--- src/rtl/alu_seq_pkg.sv ---
// Shared types and encodings for the ALU operand sequencer.
// The TRAP state exists only when ALU_SEQ_TRAP_EN is defined.
package alu_seq_pkg;

    typedef enum logic [2:0] {
        ST_IDLE,
        ST_DECODE,
        ST_EXEC,
        ST_MEM,
        ST_WB
`ifdef ALU_SEQ_TRAP_EN
        , ST_TRAP
`endif
    } state_t;

    localparam logic [6:0] OP_R      = 7'b0110011;
    localparam logic [6:0] OP_I      = 7'b0010011;
    localparam logic [6:0] OP_LOAD   = 7'b0000011;
    localparam logic [6:0] OP_STORE  = 7'b0100011;
    localparam logic [6:0] OP_BRANCH = 7'b1100011;
    localparam logic [6:0] OP_JAL    = 7'b1101111;
    localparam logic [6:0] OP_JALR   = 7'b1100111;
    localparam logic [6:0] OP_LUI    = 7'b0110111;
    localparam logic [6:0] OP_AUIPC  = 7'b0010111;

    localparam logic [1:0] CLS_ADD   = 2'b00;
    localparam logic [1:0] CLS_FUNCT = 2'b01;
    localparam logic [1:0] CLS_CMP   = 2'b10;
    localparam logic [1:0] CLS_PASSB = 2'b11;

    typedef enum logic [3:0] {
        C_R, C_I, C_LOAD, C_STORE, C_BRANCH,
        C_JAL, C_JALR, C_LUI, C_AUIPC, C_UNKNOWN
    } op_class_t;

endpackage

--- src/rtl/alu_operand_sequencer_opcode_class_decode.sv ---
// Combinational opcode classifier: instruction class plus ALU operand
// selects and operation class for the shared datapath.
module opcode_class_decode
    import alu_seq_pkg::*;
(
    input  logic [6:0] opcode,
    output op_class_t  op_class,
    output logic       a_src,
    output logic       b_src,
    output logic [1:0] op_cls
);

    always_comb begin
        op_class = C_UNKNOWN;
        a_src    = 1'b0;
        b_src    = 1'b0;
        op_cls   = CLS_ADD;
        case (opcode)
            OP_R:      begin op_class = C_R;                    op_cls = CLS_FUNCT; end
            OP_I:      begin op_class = C_I;      b_src = 1'b1; op_cls = CLS_FUNCT; end
            OP_LOAD:   begin op_class = C_LOAD;   b_src = 1'b1; end
            OP_STORE:  begin op_class = C_STORE;  b_src = 1'b1; end
            OP_BRANCH: begin op_class = C_BRANCH;               op_cls = CLS_CMP;   end
            OP_JAL:    begin op_class = C_JAL;    a_src = 1'b1; b_src = 1'b1; end
            OP_AUIPC:  begin op_class = C_AUIPC;  a_src = 1'b1; b_src = 1'b1; end
            OP_JALR:   begin op_class = C_JALR;   b_src = 1'b1; end
            OP_LUI:    begin op_class = C_LUI;    b_src = 1'b1; op_cls = CLS_PASSB; end
            default:   op_class = C_UNKNOWN;
        endcase
    end

endmodule

--- src/rtl/alu_operand_sequencer.sv ---
// Multi-cycle IDLE/DECODE/EXEC/MEM/WB sequencer for the shared RV32I ALU.
// Define ALU_SEQ_TRAP_EN to trap unknown opcodes instead of treating them as NOPs.
module alu_operand_sequencer
    import alu_seq_pkg::*;
#(
    parameter int MEM_TIMEOUT = 15
) (
    input  logic       clk,
    input  logic       rst_n,
    input  logic       instr_valid,
    output logic       instr_ready,
    input  logic [6:0] opcode,
    input  logic       mem_ready,
    output logic       alu_a_src,
    output logic       alu_b_src,
    output logic [1:0] alu_op_cls,
    output logic       ru_wr,
    output logic       dm_rd,
    output logic       dm_wr,
    output logic       pc_wr,
    output logic       mem_err,
    output logic       illegal
);

    localparam logic [7:0] TIMEOUT_CNT = MEM_TIMEOUT[7:0];

    state_t     state_reg;
    logic [6:0] opcode_reg;
    logic [7:0] cnt_reg;
    logic       mem_err_reg;

    op_class_t  dec_class;
    logic       dec_a;
    logic       dec_b;
    logic [1:0] dec_cls;

    opcode_class_decode u_decode (
        .opcode   (opcode_reg),
        .op_class (dec_class),
        .a_src    (dec_a),
        .b_src    (dec_b),
        .op_cls   (dec_cls)
    );

    logic timeout;
    logic mem_done;
    assign timeout  = (cnt_reg + 8'd1) == TIMEOUT_CNT;
    assign mem_done = mem_ready || timeout;

`ifdef ALU_SEQ_TRAP_EN
    logic illegal_reg;
`endif

    always_ff @(posedge clk or negedge rst_n) begin
        if (!rst_n) begin
            state_reg   <= ST_IDLE;
            opcode_reg  <= '0;
            cnt_reg     <= '0;
            mem_err_reg <= 1'b0;
`ifdef ALU_SEQ_TRAP_EN
            illegal_reg <= 1'b0;
`endif
        end else begin
            case (state_reg)
                ST_IDLE: if (instr_valid) begin
                    opcode_reg <= opcode;
                    state_reg  <= ST_DECODE;
`ifdef ALU_SEQ_TRAP_EN
                    illegal_reg <= 1'b0;
`endif
                end
                ST_DECODE: if (dec_class == C_UNKNOWN) begin
`ifdef ALU_SEQ_TRAP_EN
                    state_reg   <= ST_TRAP;
                    illegal_reg <= 1'b1;
`else
                    state_reg   <= ST_IDLE;
`endif
                end else begin
                    state_reg <= ST_EXEC;
                end
                ST_EXEC: begin
                    cnt_reg <= '0;
                    if (dec_class == C_LOAD || dec_class == C_STORE)
                        state_reg <= ST_MEM;
                    else if (dec_class == C_BRANCH)
                        state_reg <= ST_IDLE;
                    else
                        state_reg <= ST_WB;
                end
                ST_MEM: begin
                    cnt_reg <= cnt_reg + 8'd1;
                    if (mem_done) begin
                        // A response arriving on the last allowed cycle still counts as on time.
                        if (!mem_ready)
                            mem_err_reg <= 1'b1;
                        state_reg <= (dec_class == C_LOAD) ? ST_WB : ST_IDLE;
                    end
                end
                default: state_reg <= ST_IDLE;
            endcase
        end
    end

    logic in_op;
    assign in_op = (state_reg == ST_EXEC) || (state_reg == ST_MEM) || (state_reg == ST_WB);

    assign instr_ready = (state_reg == ST_IDLE);
    assign alu_a_src   = in_op && dec_a;
    assign alu_b_src   = in_op && dec_b;
    assign alu_op_cls  = in_op ? dec_cls : CLS_ADD;
    assign ru_wr       = (state_reg == ST_WB);
    assign dm_rd       = (state_reg == ST_MEM) && (dec_class == C_LOAD);
    assign dm_wr       = (state_reg == ST_MEM) && (dec_class == C_STORE);
    assign mem_err     = mem_err_reg;

    // The STORE retire pulse marks the MEM exit cycle, so it follows mem_ready in that cycle.
    logic pc_final;
    assign pc_final = (state_reg == ST_WB)
                   || ((state_reg == ST_EXEC) && (dec_class == C_BRANCH))
                   || (dm_wr && mem_done);

`ifdef ALU_SEQ_TRAP_EN
    assign pc_wr   = pc_final || (state_reg == ST_TRAP);
    assign illegal = illegal_reg;
`else
    assign pc_wr   = pc_final || ((state_reg == ST_DECODE) && (dec_class == C_UNKNOWN));
    assign illegal = 1'b0;
`endif

endmodule

--- config.mk ---
export PLATFORM = sky130hd
export DESIGN_NAME = alu_operand_sequencer
export DESIGN_NICKNAME = d
export VERILOG_FILES = /design/src/rtl/alu_seq_pkg.sv /design/src/rtl/alu_operand_sequencer_opcode_class_decode.sv /design/src/rtl/alu_operand_sequencer.sv
export SDC_FILE = /design/constraint.sdc
export NUM_CORES = 1
export LEC_CHECK = 0
export BUFFER_PORTS_ARGS = -buffer_cell sky130_fd_sc_hd__buf_2
export CORE_MARGIN = 1
export CORE_UTILIZATION = 25
export CTS_CLUSTER_SIZE = 12
export DETAILED_ROUTE_END_ITERATION = 6
export PLACE_DENSITY = 0.41
export SKIP_LAST_GASP = 1
export SLEW_MARGIN = 15
export SYNTH_ARGS = -nofsm -noshare
export SYNTH_HDL_FRONTEND = slang
export SYNTH_SLANG_ARGS = --single-unit
--- constraint.sdc ---
create_clock -name clk -period 2.6 [get_ports clk]
set_clock_uncertainty 0.1 [all_clocks]
set_input_delay 0.39 -clock clk [delete_from_list [all_inputs] [get_ports clk]]
set_output_delay 0.39 -clock clk [all_outputs]
set_load 0.02 [all_outputs]
==> results.txt, run 1 <==
- Root cell of the clock tree: sky130_fd_sc_hd__clkbuf_8
- Fill cells in the final layout number 546.
* # setup viols final: 0
* Maximum resistive drop on vdd: 0.229 mV
- Dpl cells: 223
- Worst setup endpoint: pc_wr
- Time the worst path needs with I/O delays and setup: 2.55 ns
- Via count of the routed design: 1,184
- The floorplan step defined a die boundary enclosing 5410 um^2.
- The finished cells cover 1560 um^2.
- Reg2Reg Launch Point: cnt_reg[0]$_DFFE_PN0P_
* Number of sinks on the clock net: 19
* Data required time at the worst endpoint: 2.11 ns
- Pin placement for this block handled 22 I/O pins.
- The longest clock path from root to sink contains 2 buffers.
- The min-delay analysis places its worst path in the category primary input to flop.
- Dominant cell type by area after synthesis: sky130_fd_sc_hd__dfrtp_1
- Post-Syn Nets: 158
- DR pass1 iterations: 4
- Vias in the first global route: 1,045
- Share of the synthesized area in the top cell type: 37.2%
- Site row count: 25
* Starting density of the core: 26.5%
- For this run, the total global-route usage over all layers was measured as 12.1%.
* Final hold vios: 0
- At the later pin of the worst-skew pair, clock insertion delay measures 0.25 ns.
* Mapped Avg Cell Area: 8.82 um^2
- Ranking of synthesized cells by area: sky130_fd_sc_hd__dfrtp_1 37%, sky130_fd_sc_hd__mux2_2 4.4%, sky130_fd_sc_hd__o21ai_0 4.3%, sky130_fd_sc_hd__nand2_1 3.2%, sky130_fd_sc_hd__nor3_1 3.1%
- Pin count of the biggest net entering global routing: 20
- Crit path DAT: 2.06 ns
* Fraction of the cycle the final worst path needs: 98.0%
* Count of antenna-violating nets left after detailed routing: 0
- Of all nets on the critical path, the largest fanout is 3.
- Excluding fillers, the count of instances in the completed layout stands at 237.
- Critical Path Sink Type: primary output
- # H-tree levels: 1
- Synthesis instantiated 50 different standard cells from the library.
- In this run, synthesis inferred 0 flip-flops with an integrated enable.
* Number of antenna violations at the first check in global routing: 0
* Ys Warns: 0
- Placed wire-length estimate: 2.29 mm
- Global placer's final weighted congestion: 0.761
- Startpoint class of the critical path: flop
* Number of buffer cells added on primary ports: 20
- Setup repair after global routing missed its margin: true
* Number of buffers inserted during clock tree synthesis: 3
- Drc violations: 0
- Summed over all layers, the global routing overflow is 0.
* Post-route setup TNS: 0 ns
- Chip height: 73.5 um
* Number of instances in the synthesized netlist: 145
- For this run, the register share of the synthesized area comes to 37.2%.
- After synthesis the netlist holds a flip-flop and latch count of 19.
* Number of cells on the worst reg-to-reg path: 7
- Launching element of the worst setup path: cnt_reg[0]$_DFFE_PN0P_
- Relative slew margins: 61.4%
- Wire per inst: 13.4 um
- Max reg flops: 8
* Avg Vias per Cell: 5.00
* Number of diodes: 0
* Achievable clock frequency: 0.393 GHz
- Starting DRC count in detailed routing: 64
- After detailed placement, the total cell area comes to 1420 um^2.
- For this run, the post-layout net count is 184.
- At the pin with the least slew margin, the transition time is 0.578 ns.
* CTS tree: built
* Power density cells: 1000 nW/um^2
- The first global-routing pass estimated 5.09 mm of wire.
* Pins Over Slew Limit: 0
* Layout cell share with drive strength beyond 1: 30.0%
- Total routed wirelength: 3.18 mm
* Final hold slack: 0.234 ns
* Area growth from synthesis to layout: 21.6%
* Clock transition at the registers of the reported paths: 0.08 ns
- For this run, asynchronously set or reset flops after synthesis account for 100%.
- The worst setup path is of the flop to primary output kind.
* Flip-flop cell with the highest count after synthesis: sky130_fd_sc_hd__dfrtp_1
- Max-cap violations in this run came to 0.
- Slack of the worst reg-to-reg path: 0.64 ns
- In the post-synthesis netlist, the cell with the most instances is sky130_fd_sc_hd__dfrtp_1.
- After floorplanning, the core was sized to cover 4820 um^2.
* Status: finished clean
- Die Width: 73.5 um
- Commonest cells in the netlist: 19 x sky130_fd_sc_hd__dfrtp_1, 11 x sky130_fd_sc_hd__nand2_1, 11 x sky130_fd_sc_hd__o21ai_0, 8 x sky130_fd_sc_hd__nor2_1, 8 x sky130_fd_sc_hd__nor3_1
- Post-Synthesis Cell Area: 1280 um^2
* Critical register-to-register path endpoint: state_reg[2]$_DFFE_PN0P_
* Static leakage: 0.667 nW
==> worst min path at each step <==
stage | start | depth (start not counted) | end
after floorplan | rst_n | 0 | cnt_reg[0]$_DFFE_PN0P_
after global placement | rst_n | 1 | mem_err$_DFFE_PN0P_
after detailed placement | rst_n | 1 | cnt_reg[1]$_DFFE_PN0P_
after CTS | mem_ready | 2 | mem_err$_DFFE_PN0P_
after global routing | mem_ready | 2 | mem_err$_DFFE_PN0P_
final | mem_ready | 2 | mem_err$_DFFE_PN0P_
==> cell families after synthesis <==
family                   after synthesis  synth area share, %
buffers and inverters                 19                 7.24
XOR/XNOR                               2                 1.37
other                                  1                0.293
AND/OR/NAND/NOR                       56                 24.8
adder cells (fa/ha/maj)                2                 1.96
flip-flops                            19                 37.2
AO/OA/AOI/OAI                         38                 20.5
multiplexers                           8                 6.75
==> critical path, cell delays in order (launching register included) <==
cell	delay, ns
sky130_fd_sc_hd__dfrtp_1	0.39
sky130_fd_sc_hd__inv_1	0.06
sky130_fd_sc_hd__ha_1	0.13
sky130_fd_sc_hd__or4b_4	0.45
sky130_fd_sc_hd__a211o_1	0.29
sky130_fd_sc_hd__o21ai_2	0.17
sky130_fd_sc_hd__a221o_1	0.19
sky130_fd_sc_hd__buf_6	0.12
==> per-layer routing <==
metal	vias up	global-route usage (%)	part of all wire (%)
met1	585	17.0	48
met3	2	1.65	2.4
li1	581	-	-
met2	16	18.9	48
met4	0	4.49	0.75
met5	-	0	0
==> layout make-up <==
| cell class | instances | area (um^2) | share of cell area (%) |
|---|---|---|---|
| repair buffers | 33 | 204 | 13.1 |
| clock buffers | 4 | 45.0 | 2.90 |
| inverters | 7 | 26.3 | 1.69 |
| well taps | 67 | 83.8 | 5.39 |
| multi-input cells | 107 | 717 | 46.1 |
| flip-flops and latches | 19 | 479 | 30.8 |
==> stage by stage <==
| stage | total power, W | worst slack (ns) | utilization (%) |
|---|---|---|---|
| floorplan | 0.00109 | 0.0161 | - |
| global placement | 0.00124 | 0.246 | 29.5 |
| detailed placement | 0.00125 | 0.196 | 29.5 |
| CTS | 0.00148 | 0.00939 | 31.0 |
| global route | 0.00168 | -0.0343 | 32.3 |
| finish | 0.00156 | 0.0532 | 32.3 |
==> power by group <==
part	switching [W]	internal, W	leakage (nW)
Sequential	0.000165	0.000396	0.238
Clock	0.0000978	0.000109	0.0228
Combinational	0.000417	0.000378	0.407
Total	0.000679	0.000882	0.667
==> repair_timing <==
action,4_1_cts,5_1_grt
hold buffers,1,0
setup buffers,2,7
gates resized for setup,2,5
endpoints found under the setup margin,1,1
endpoints found under the hold margin,19,0
pin swaps,1,3
==> placed cells by master, fill, tap and decap left out, types with 3 or more instances in the layout <==
cell type / instances
sky130_fd_sc_hd__mux2_2: 5
sky130_fd_sc_hd__nand3_1: 5
sky130_fd_sc_hd__dfrtp_1: 16
sky130_fd_sc_hd__buf_4: 11
sky130_fd_sc_hd__clkbuf_8: 3
sky130_fd_sc_hd__a21oi_1: 7
sky130_fd_sc_hd__o21ai_0: 11
sky130_fd_sc_hd__nor3_1: 8
sky130_fd_sc_hd__buf_2: 19
sky130_fd_sc_hd__nand2_1: 11
sky130_fd_sc_hd__inv_1: 7
sky130_fd_sc_hd__nand2b_1: 5
sky130_fd_sc_hd__nor2_1: 8
sky130_fd_sc_hd__mux2i_1: 3
sky130_fd_sc_hd__dfrtp_2: 3
Note: power is estimated with default switching activity, not from simulation.
==> run 2, diff against run 1 <==
==> constraint.sdc (replaced) <==
create_clock -name clk -period 2.88 [get_ports clk]
set_clock_uncertainty 0.1 [all_clocks]
set_input_delay 0.432 -clock clk [delete_from_list [all_inputs] [get_ports clk]]
set_output_delay 0.432 -clock clk [all_outputs]
set_load 0.02 [all_outputs]
==> run 2 against run 1 <==
Compared with the run above:
- first-iteration DRC count increased by 6.3%
- die area unchanged
- non-clock buffer count decreased by 12
- sequential share of layout area increased by 2.0 points
- critical path type unchanged
- largest power group unchanged
- highest routed layer unchanged
==> results.txt, run 2 (synthesis gave the netlist of run 1 again) <==
- Status: finished clean (unchanged).
- The number of max-cap violations is 0 (unchanged).
- The most common cell after layout, fill and taps aside is sky130_fd_sc_hd__buf_2 (unchanged).
* Chip height: 73.5 um (unchanged)
- The most used routing layer is met2 (unchanged).
- Number of cells on the worst reg-to-reg path: 6 (was 7)
- Number of fill cells: 532 (was 546)
- # H-tree levels: 1 (unchanged)
- The detail-routed via count per cell was 4.92 (was 5.00).
- Layout cell share with drive strength beyond 1: 22.2% (was 30.0%)
- The type of destination of the critical path was a primary output (unchanged).
- The endpoint of the worst register-to-register path was state_reg[1]$_DFFE_PN0P_ (was state_reg[2]$_DFFE_PN0P_).
- Data required time at the worst endpoint: 2.35 ns (was 2.11 ns)
* Sequential group share of total power: 42.7% (was 35.9%)
* Die Width: 73.5 um (unchanged)
- Clk network pwr share: 14.3% (was 13.2%)
- Post-layout nets: 172 (was 184)
- Count of antenna-violating nets left after detailed routing: 0 (unchanged)
- Setup repair after global routing missed its margin: false (was true)
* Gate family responsible for the most delay along the worst path: compound AO/OA/AOI/OAI gates (unchanged)
- The buffer count from post-CTS setup fixing was 0 (was 2).
- GR met1 Demand/Resource: 16.7% (was 17.0%)
- DR pass1 iterations: 4 (unchanged)
- Area growth from synthesis to layout: 13.3% (was 21.6%)
- Site row count: 25 (unchanged)
* Pins Over Slew Limit: 0 (unchanged)
- Int Pwr: 0.000701 W (was 0.000882 W)
- The flip-flop count of the largest register after layout came to 8 (unchanged).
- Overall global routing resource usage: 12.1% (about the same)
- Wire per inst: 13.3 um (was 13.4 um)
- Number of buffer cells added on primary ports: 20 (unchanged)
- Post-route setup TNS: 0 ns (unchanged)
* Clock insertion delay at the later pin of the skew report: 0.25 ns (about the same)
* Crit path DAT: 2.17 ns (was 2.06 ns)
- The number of clock sinks was 19 (unchanged).
- Global-route wire length before repair: 5.03 mm (was 5.09 mm)
- The remaining max-slew budget at the tightest pin is 60.2% (was 61.4%).
- The total vias in the final route is 1,107 (was 1,184).
* Number of diodes: 0 (unchanged)
* Post-cts gate resize count: 0 (was 2)
* Met2 GRT Util: 19.1% (was 18.9%)
* Maximum single-stage delay on the critical path: 0.43 ns (was 0.45 ns)
* CP Buf/Inv Count: 2 (unchanged)
- The number of ports placed on the die boundary is 22 (unchanged).
- Deepest clock path buffer count: 2 (unchanged)
- The worst flop-to-flop path startpoint is cnt_reg[0]$_DFFE_PN0P_ (unchanged).
- Critical-path cell list: inv_1, ha_1, or4b_1, a211o_1, o21ai_2, a221o_1, buf_2 (was inv_1, ha_1, or4b_4, a211o_1, o21ai_2, a221o_1, buf_6).
* Kind of critical path: flop to primary output (unchanged)
* Placed wire-length estimate: 2.24 mm (was 2.29 mm)
- The detailed-route DRC error count was 0 (unchanged).
* CTS Hold Bufs: 0 (was 1)
- Of the available clock period, the critical path in the final layout requires 93.9%.
* Global routing usage on met3: 2.06% (was 1.65%)
* Logic gate share of total power: 43.0% (was 50.9%)
- The area of the multi-input gates came to 711 um^2 (was 717 um^2).
- The cell with the largest stage delay on the worst path is sky130_fd_sc_hd__dfrtp_1 (was sky130_fd_sc_hd__or4b_4).
* Starting density of the core: 26.5% (unchanged)
- Switching pwr: 0.000577 W (was 0.000679 W)
- The wire length after detailed routing came to 2.99 mm (was 3.18 mm).
- The total setup violations reported at the end of the flow was 0 (unchanged).
- The sort of element at the start of the critical path was a flop (unchanged).
* Pin count of the biggest net entering global routing: 20 (unchanged)
- The cell area power density is 882 nW/um^2 (was 1000 nW/um^2).
- The root cell of the clock tree is sky130_fd_sc_hd__clkbuf_8 (unchanged).
* Instance area at placement: 1400 um^2 (was 1420 um^2)
- Worst Max-Slew Pin Slew: 0.597 ns (was 0.578 ns)
- The routability congestion estimate from global placement came to 0.720 (was 0.761).
- The number of hold-slack violations in the final timing report came to 0 (unchanged).
- Clock transition at the registers of the reported paths: 0.07 ns (was 0.08 ns)
- The number of global-route vias before repair was 1,000 (was 1,045).
- The placeable core region was 4820 um^2 (unchanged).
- The reported leakage power came to 0.610 nW (was 0.667 nW).
- Number of buffers inserted during clock tree synthesis: 3 (unchanged)
* Worst-path fanout max: 6 (was 3)
* Overall die area: 5410 um^2 (unchanged)
- Number of antenna violations at the first check in global routing: 0 (unchanged)
- For the finished layout, the period the worst path requires is 2.70 ns.
- CTS tree: built (unchanged)
* Starting DRC count in detailed routing: 68 (was 64)
* Switching power share of the total: 45.2% (was 43.5%)
- Area occupied by registers: 475 um^2 (was 479 um^2)
- Post-route cell area: 1450 um^2 (was 1560 um^2)
- The flop-to-flop setup slack is 0.94 ns (was 0.64 ns).
* Total grt overflow: 0 (unchanged)
- Type of the worst min-delay path: primary input to async pin (was primary input to flop)
- Most frequent cells in the layout: 20 x sky130_fd_sc_hd__buf_2, 19 x sky130_fd_sc_hd__dfrtp_1, 11 x sky130_fd_sc_hd__nand2_1, 11 x sky130_fd_sc_hd__o21ai_0 (was 19 x sky130_fd_sc_hd__buf_2, 16 x sky130_fd_sc_hd__dfrtp_1, 11 x sky130_fd_sc_hd__nand2_1, 11 x sky130_fd_sc_hd__o21ai_0, 11 x sky130_fd_sc_hd__buf_4)
- Timing would allow up to 0.370 GHz.
- The maximum vdd drop was 0.186 mV (was 0.229 mV).
==> run 2: routing by layer <==
layer / share of wire, % / vias to the layer above
met4: 0.84 / 0
met1: 49 / 535
li1: - / 553
met2: 47 / 17
met3: 2.8 / 2
met5: 0 / -
==> run 2: worst max-delay path by stage <==
stage               depth (start not counted)                      from       endpoint
finish                                      7    cnt_reg[0]$_DFFE_PN0P_          pc_wr
global route                                7    cnt_reg[0]$_DFFE_PN0P_          pc_wr
CTS                                         7    cnt_reg[0]$_DFFE_PN0P_          pc_wr
detailed placement                          7    cnt_reg[0]$_DFFE_PN0P_          pc_wr
global placement                            7    cnt_reg[0]$_DFFE_PN0P_          pc_wr
floorplan                                   4  state_reg[0]$_DFFE_PN0P_  alu_op_cls[1]
==> run 2: final cells by class <==
class | instances | share of cell area, %
Timing Repair Buffer | 21 | 7.43
Clock buffer | 4 | 3.11
Tap cell | 67 | 5.79
Inverter | 7 | 1.81
Sequential cell | 19 | 32.8
Multi-Input combinational cell | 107 | 49.1
==> run 2: worst register-to-register path, cell delays in order (launching register included) <==
cell                       delay, ns
sky130_fd_sc_hd__dfrtp_1        0.43
sky130_fd_sc_hd__inv_1          0.07
sky130_fd_sc_hd__ha_1           0.13
sky130_fd_sc_hd__or4b_1         0.43
sky130_fd_sc_hd__a211o_1        0.33
sky130_fd_sc_hd__o211ai_1       0.21
sky130_fd_sc_hd__a311oi_1       0.11
==> run 2: metrics by stage <==
step	total power [W]	setup slack (ns)	utilization [%]	std cells	hold WS, ns
after floorplan	0.000984	0.254	-	145	0.0364
after global placement	0.00110	0.475	29.1	221	0.308
after detailed placement	0.00110	0.458	29.1	221	0.312
after CTS	0.00130	0.170	30.1	225	0.0322
after global routing	0.00140	0.0550	30.1	225	0.0465
final	0.00128	0.176	30.1	225	0.0136
==> run 2: power groups by stage <==
stage	Clock [W]	Combinational, W	Sequential (W)
after floorplan	0	0.000581	0.000403
after global placement	0	0.000548	0.000549
after detailed placement	0	0.000555	0.000548
after CTS	0.000194	0.000558	0.000545
after global routing	0.000207	0.000617	0.000572
final	0.000182	0.000550	0.000546
==> run 3, diff against run 2 <==
--- a/config.mk
+++ b/config.mk
@@ -15,4 +15,5 @@
 export SLEW_MARGIN = 15
 export SYNTH_ARGS = -nofsm -noshare
 export SYNTH_HDL_FRONTEND = slang
+export SYNTH_HIERARCHICAL = 1
 export SYNTH_SLANG_ARGS = --single-unit
==> run 3 against run 2 <==
Compared with the run above:
- clock power is 5% higher
- synthesized cell count grew 4.1%
- global-route usage shrank 0.092 points
- worst hold slack got worse by 0.0053 ns
- area after synthesis is 4.2% higher
- largest power group unchanged
==> results.txt, run 3 <==
* # H-tree levels: 1 (unchanged)
- The number of port buffers is 20 (unchanged).
* Area growth from synthesis to layout: 20.7% (was 13.3%)
- Share of the synthesized area in the top cell type: 35.7% (was 37.2%)
- Share of the yosys chip area belonging to registers: 35.7% (was 37.2%)
* Ranking of synthesized cells by area: sky130_fd_sc_hd__dfrtp_1 36%, sky130_fd_sc_hd__mux2_2 5.9%, sky130_fd_sc_hd__nor2_1 3.9%, sky130_fd_sc_hd__nor2b_1 3.8%, sky130_fd_sc_hd__nor3_1 3.4% (was sky130_fd_sc_hd__dfrtp_1 37%, sky130_fd_sc_hd__mux2_2 4.4%, sky130_fd_sc_hd__o21ai_0 4.3%, sky130_fd_sc_hd__nand2_1 3.2%, sky130_fd_sc_hd__nor3_1 3.1%)
- The final critical-path setup slack is 0.107 ns (was 0.176 ns).
- The routability congestion estimate from global placement was 0.767 (was 0.720).
- Time the worst path needs with I/O delays and setup: 2.77 ns (was 2.70 ns)
- The share of the clock period used by the worst path came to 96.3% (was 93.9%).
* Starting density of the core: 26.1% (was 26.5%)
- Number of antenna violations at the first check in global routing: 0 (unchanged)
- The insertion delay to the later sink of the worst-skew pair is 0.26 ns (was 0.25 ns).
- Most frequent cells in the layout: 20 x sky130_fd_sc_hd__buf_2, 15 x sky130_fd_sc_hd__dfrtp_1, 14 x sky130_fd_sc_hd__nor2_1, 11 x sky130_fd_sc_hd__nand2_1 (was 20 x sky130_fd_sc_hd__buf_2, 19 x sky130_fd_sc_hd__dfrtp_1, 11 x sky130_fd_sc_hd__nand2_1, 11 x sky130_fd_sc_hd__o21ai_0)
- The count of hold buffers inserted by post-cts repair is 0 (unchanged).
- Vias in the first global route: 1,082 (was 1,000)
- Seq cells post-synth: 19 (unchanged)
- The remaining max-slew budget at the tightest pin is 65.2% (was 60.2%).
- The global-route wire length before repair is 5.09 mm (was 5.03 mm).
* Count of antenna-violating nets left after detailed routing: 0 (unchanged)
- The number of core rows came to 26 (was 25).
- Library cell with the highest instance count after synthesis: sky130_fd_sc_hd__dfrtp_1 (unchanged)
* Type of the worst min-delay path: primary input to async pin (unchanged)
* Setup repair after global routing missed its margin: false (unchanged)
* Number of instances in the synthesized netlist: 151 (was 145)
* Number of sinks on the clock net: 19 (unchanged)
- Layout cell share with drive strength beyond 1: 30.4% (was 22.2%)
- Overall die area: 5630 um^2 (was 5410 um^2)
- Crit path DAT: 2.24 ns (was 2.17 ns)
* CTS tree: built (unchanged)
- The maximum achievable frequency is 0.361 GHz (was 0.370 GHz).
- The required time of the critical path came to 2.35 ns (about the same).
* Pins Over Slew Limit: 0 (unchanged)
- The top fanout value on the critical path is 7 (was 6).
- Pin count of the biggest net entering global routing: 20 (unchanged)
* Worst Max-Slew Pin Slew: 0.522 ns (was 0.597 ns)
* Die Width: 75.0 um (was 73.5 um)
- Post-layout nets: 185 (was 172)
* Netlist cell types: 48 (was 50)
- Post-Syn Nets: 164 (was 158)
- DR pass1 iterations: 4 (unchanged)
- Number of buffers inserted during clock tree synthesis: 3 (unchanged)
- Placement-stage worst setup slack: 0.176 ns (was 0.458 ns)
- Post-route setup TNS: 0 ns (unchanged)
- The maximum clock path buffer count was 2 (unchanged).
- The sort of element at the start of the critical path was a flop (unchanged).
* Kind of critical path: flop to primary output (unchanged)
- Total grt overflow: 0 (unchanged)
- The number of hold-slack violations in the final timing report is 0 (unchanged).
* Core footprint: 5110 um^2 (was 4820 um^2)
* Static leakage: 0.653 nW (was 0.610 nW)
- The violation count after the first detailed-routing iteration is 61 (was 68).
- Via count of the routed design: 1,156 (was 1,107)
* Flip-flop cell with the highest count after synthesis: sky130_fd_sc_hd__dfrtp_1 (unchanged)
* Most frequent standard cell in the layout excluding fill and tap cells: sky130_fd_sc_hd__buf_2 (unchanged)
* Placed wire-length estimate: 2.35 mm (was 2.24 mm)
* Root cell of the clock tree: sky130_fd_sc_hd__clkbuf_8 (unchanged)
- The number of max-cap violations was 0 (unchanged).
- Drc violations: 0 (unchanged)
- Commonest cells in the netlist: 19 x sky130_fd_sc_hd__dfrtp_1, 14 x sky130_fd_sc_hd__nor2_1, 11 x sky130_fd_sc_hd__nand2_1, 9 x sky130_fd_sc_hd__nor3_1 (was 19 x sky130_fd_sc_hd__dfrtp_1, 11 x sky130_fd_sc_hd__nand2_1, 11 x sky130_fd_sc_hd__o21ai_0, 8 x sky130_fd_sc_hd__nor2_1, 8 x sky130_fd_sc_hd__nor3_1).
- Ys Warns: 6 (was 0)
- Post-Synthesis Cell Area: 1330 um^2 (was 1280 um^2)
* Mapped Avg Cell Area: 8.82 um^2 (about the same)
* # setup viols final: 0 (unchanged)
* Avg Vias per Cell: 4.80 (was 4.92)
- Chip height: 75.0 um (was 73.5 um)
* Max reg flops: 8 (unchanged)
- The library cell occupying the most area in the post-synthesis netlist is sky130_fd_sc_hd__dfrtp_1 (unchanged).
- The share of async-settable or async-resettable flops after synthesis came to 100% (unchanged).
* Critical Path Sink Type: primary output (unchanged)
* Total routed wirelength: 3.11 mm (was 2.99 mm)
* Maximum resistive drop on vdd: 0.332 mV (was 0.186 mV)
- The number of enable-type register cells in the synthesized netlist came to 0 (unchanged).
- Fraction of the core area covered by cells at the end of the flow: 31.5% (was 30.1%)
* Overall global routing resource usage: 12.0% (was 12.1%)
- Status: finished clean (unchanged).
- Number of diodes: 0 (unchanged)
- Clock transition at the registers of the reported paths: 0.07 ns (about the same)
- Top-level port count: 22 (unchanged)
- The average detailed-routed wire length per instance is 12.9 um (was 13.3 um).
- Power density cells: 923 nW/um^2 (was 882 nW/um^2)
[run 3: final cells by class]
| type | instances | area (um^2) |
|---|---|---|
| Clock buffer | 3 | 41.3 |
| Clock inverter | 1 | 5.00 |
| Fill cell | 547 | 3500 |
| Inverter | 5 | 18.8 |
| Multi-Input combinational cell | 119 | 845 |
| Sequential cell | 19 | 480 |
| Tap cell | 70 | 87.6 |
| Timing Repair Buffer | 24 | 130 |
[run 3: metal layers]
metal  track usage (%)  share of wire [%]  up-vias
met2              19.5                 46       25
met5                 0                  0        -
met4              1.89               0.23        0
met1              16.0                 49      540
met3              3.48                4.8        2
li1                  -                  -      589
[run 3: what timing repair did]
action                                  CTS  global route
resized for setup                         4             7
endpoints found under the setup margin    3             1
pin swaps                                 0             4
buffers inserted                          0             1
[run 3: stage by stage]
| stage | hold slack (ns) | instance area (um^2) | std cells | total power [W] |
|---|---|---|---|---|
| after detailed placement | 0.316 | 1510 | 236 | 0.00125 |
| final | 0.00830 | 1610 | 241 | 0.00148 |
| after floorplan | 0.0364 | 1340 | 151 | 0.00107 |
| after global routing | 0.0338 | 1610 | 241 | 0.00161 |
| after CTS | 0.0296 | 1560 | 240 | 0.00146 |
| after global placement | 0.298 | 1510 | 236 | 0.00124 |
[run 3: where the power goes]
part           switching, W  leakage (nW)  internal, W  total, W
sequential         0.000172         0.233     0.000363  0.000535
combinational      0.000413         0.395     0.000344  0.000757
clock             0.0000944        0.0255    0.0000963  0.000191
[run 3: worst paths after layout]
check                      slack, ns  cells after the start                      start                   endpoint
hold / removal                 0.008                      1                      rst_n     cnt_reg[4]$_DFFE_PN0N_
setup reg to reg                0.76                      6  opcode_reg[4]$_DFFE_PN0P_   state_reg[0]$_DFFE_PN0P_
min in group clk                0.30                      2                  opcode[5]  opcode_reg[5]$_DFFE_PN0P_
hold reg to reg                 0.38                      1        mem_err$_DFFE_PN0P_        mem_err$_DFFE_PN0P_
setup / recovery                0.11                      7  opcode_reg[4]$_DFFE_PN0P_                      pc_wr
max in group asynchronous       2.34                      1                      rst_n  opcode_reg[4]$_DFFE_PN0P_
[run 3: logic make-up (layout without fill, tap and decap cells)]
group                    count (synthesis)  after routing  share of synthesized area (%)
XOR/XNOR                                 1              1                          0.657
other                                    1              1                          0.281
AO/OA/AOI/OAI                           37             37                           19.6
adder cells (fa/ha/maj)                  2              2                           1.88
buffers and inverters                   13             33                           4.41
multiplexers                            10             10                           8.17
flip-flops                              19             19                           35.7
AND/OR/NAND/NOR                         68             68                           29.3
[run 3: worst max-delay path, cell delays in order (launching register included)]
cell and delay, ns:
sky130_fd_sc_hd__dfrtp_2 0.46, sky130_fd_sc_hd__nand2b_1 0.19, sky130_fd_sc_hd__a211oi_2 0.27, sky130_fd_sc_hd__o311ai_4 0.15, sky130_fd_sc_hd__or3b_4 0.44, sky130_fd_sc_hd__nor3_4 0.18
sky130_fd_sc_hd__a211o_1 0.14, sky130_fd_sc_hd__buf_2 0.15
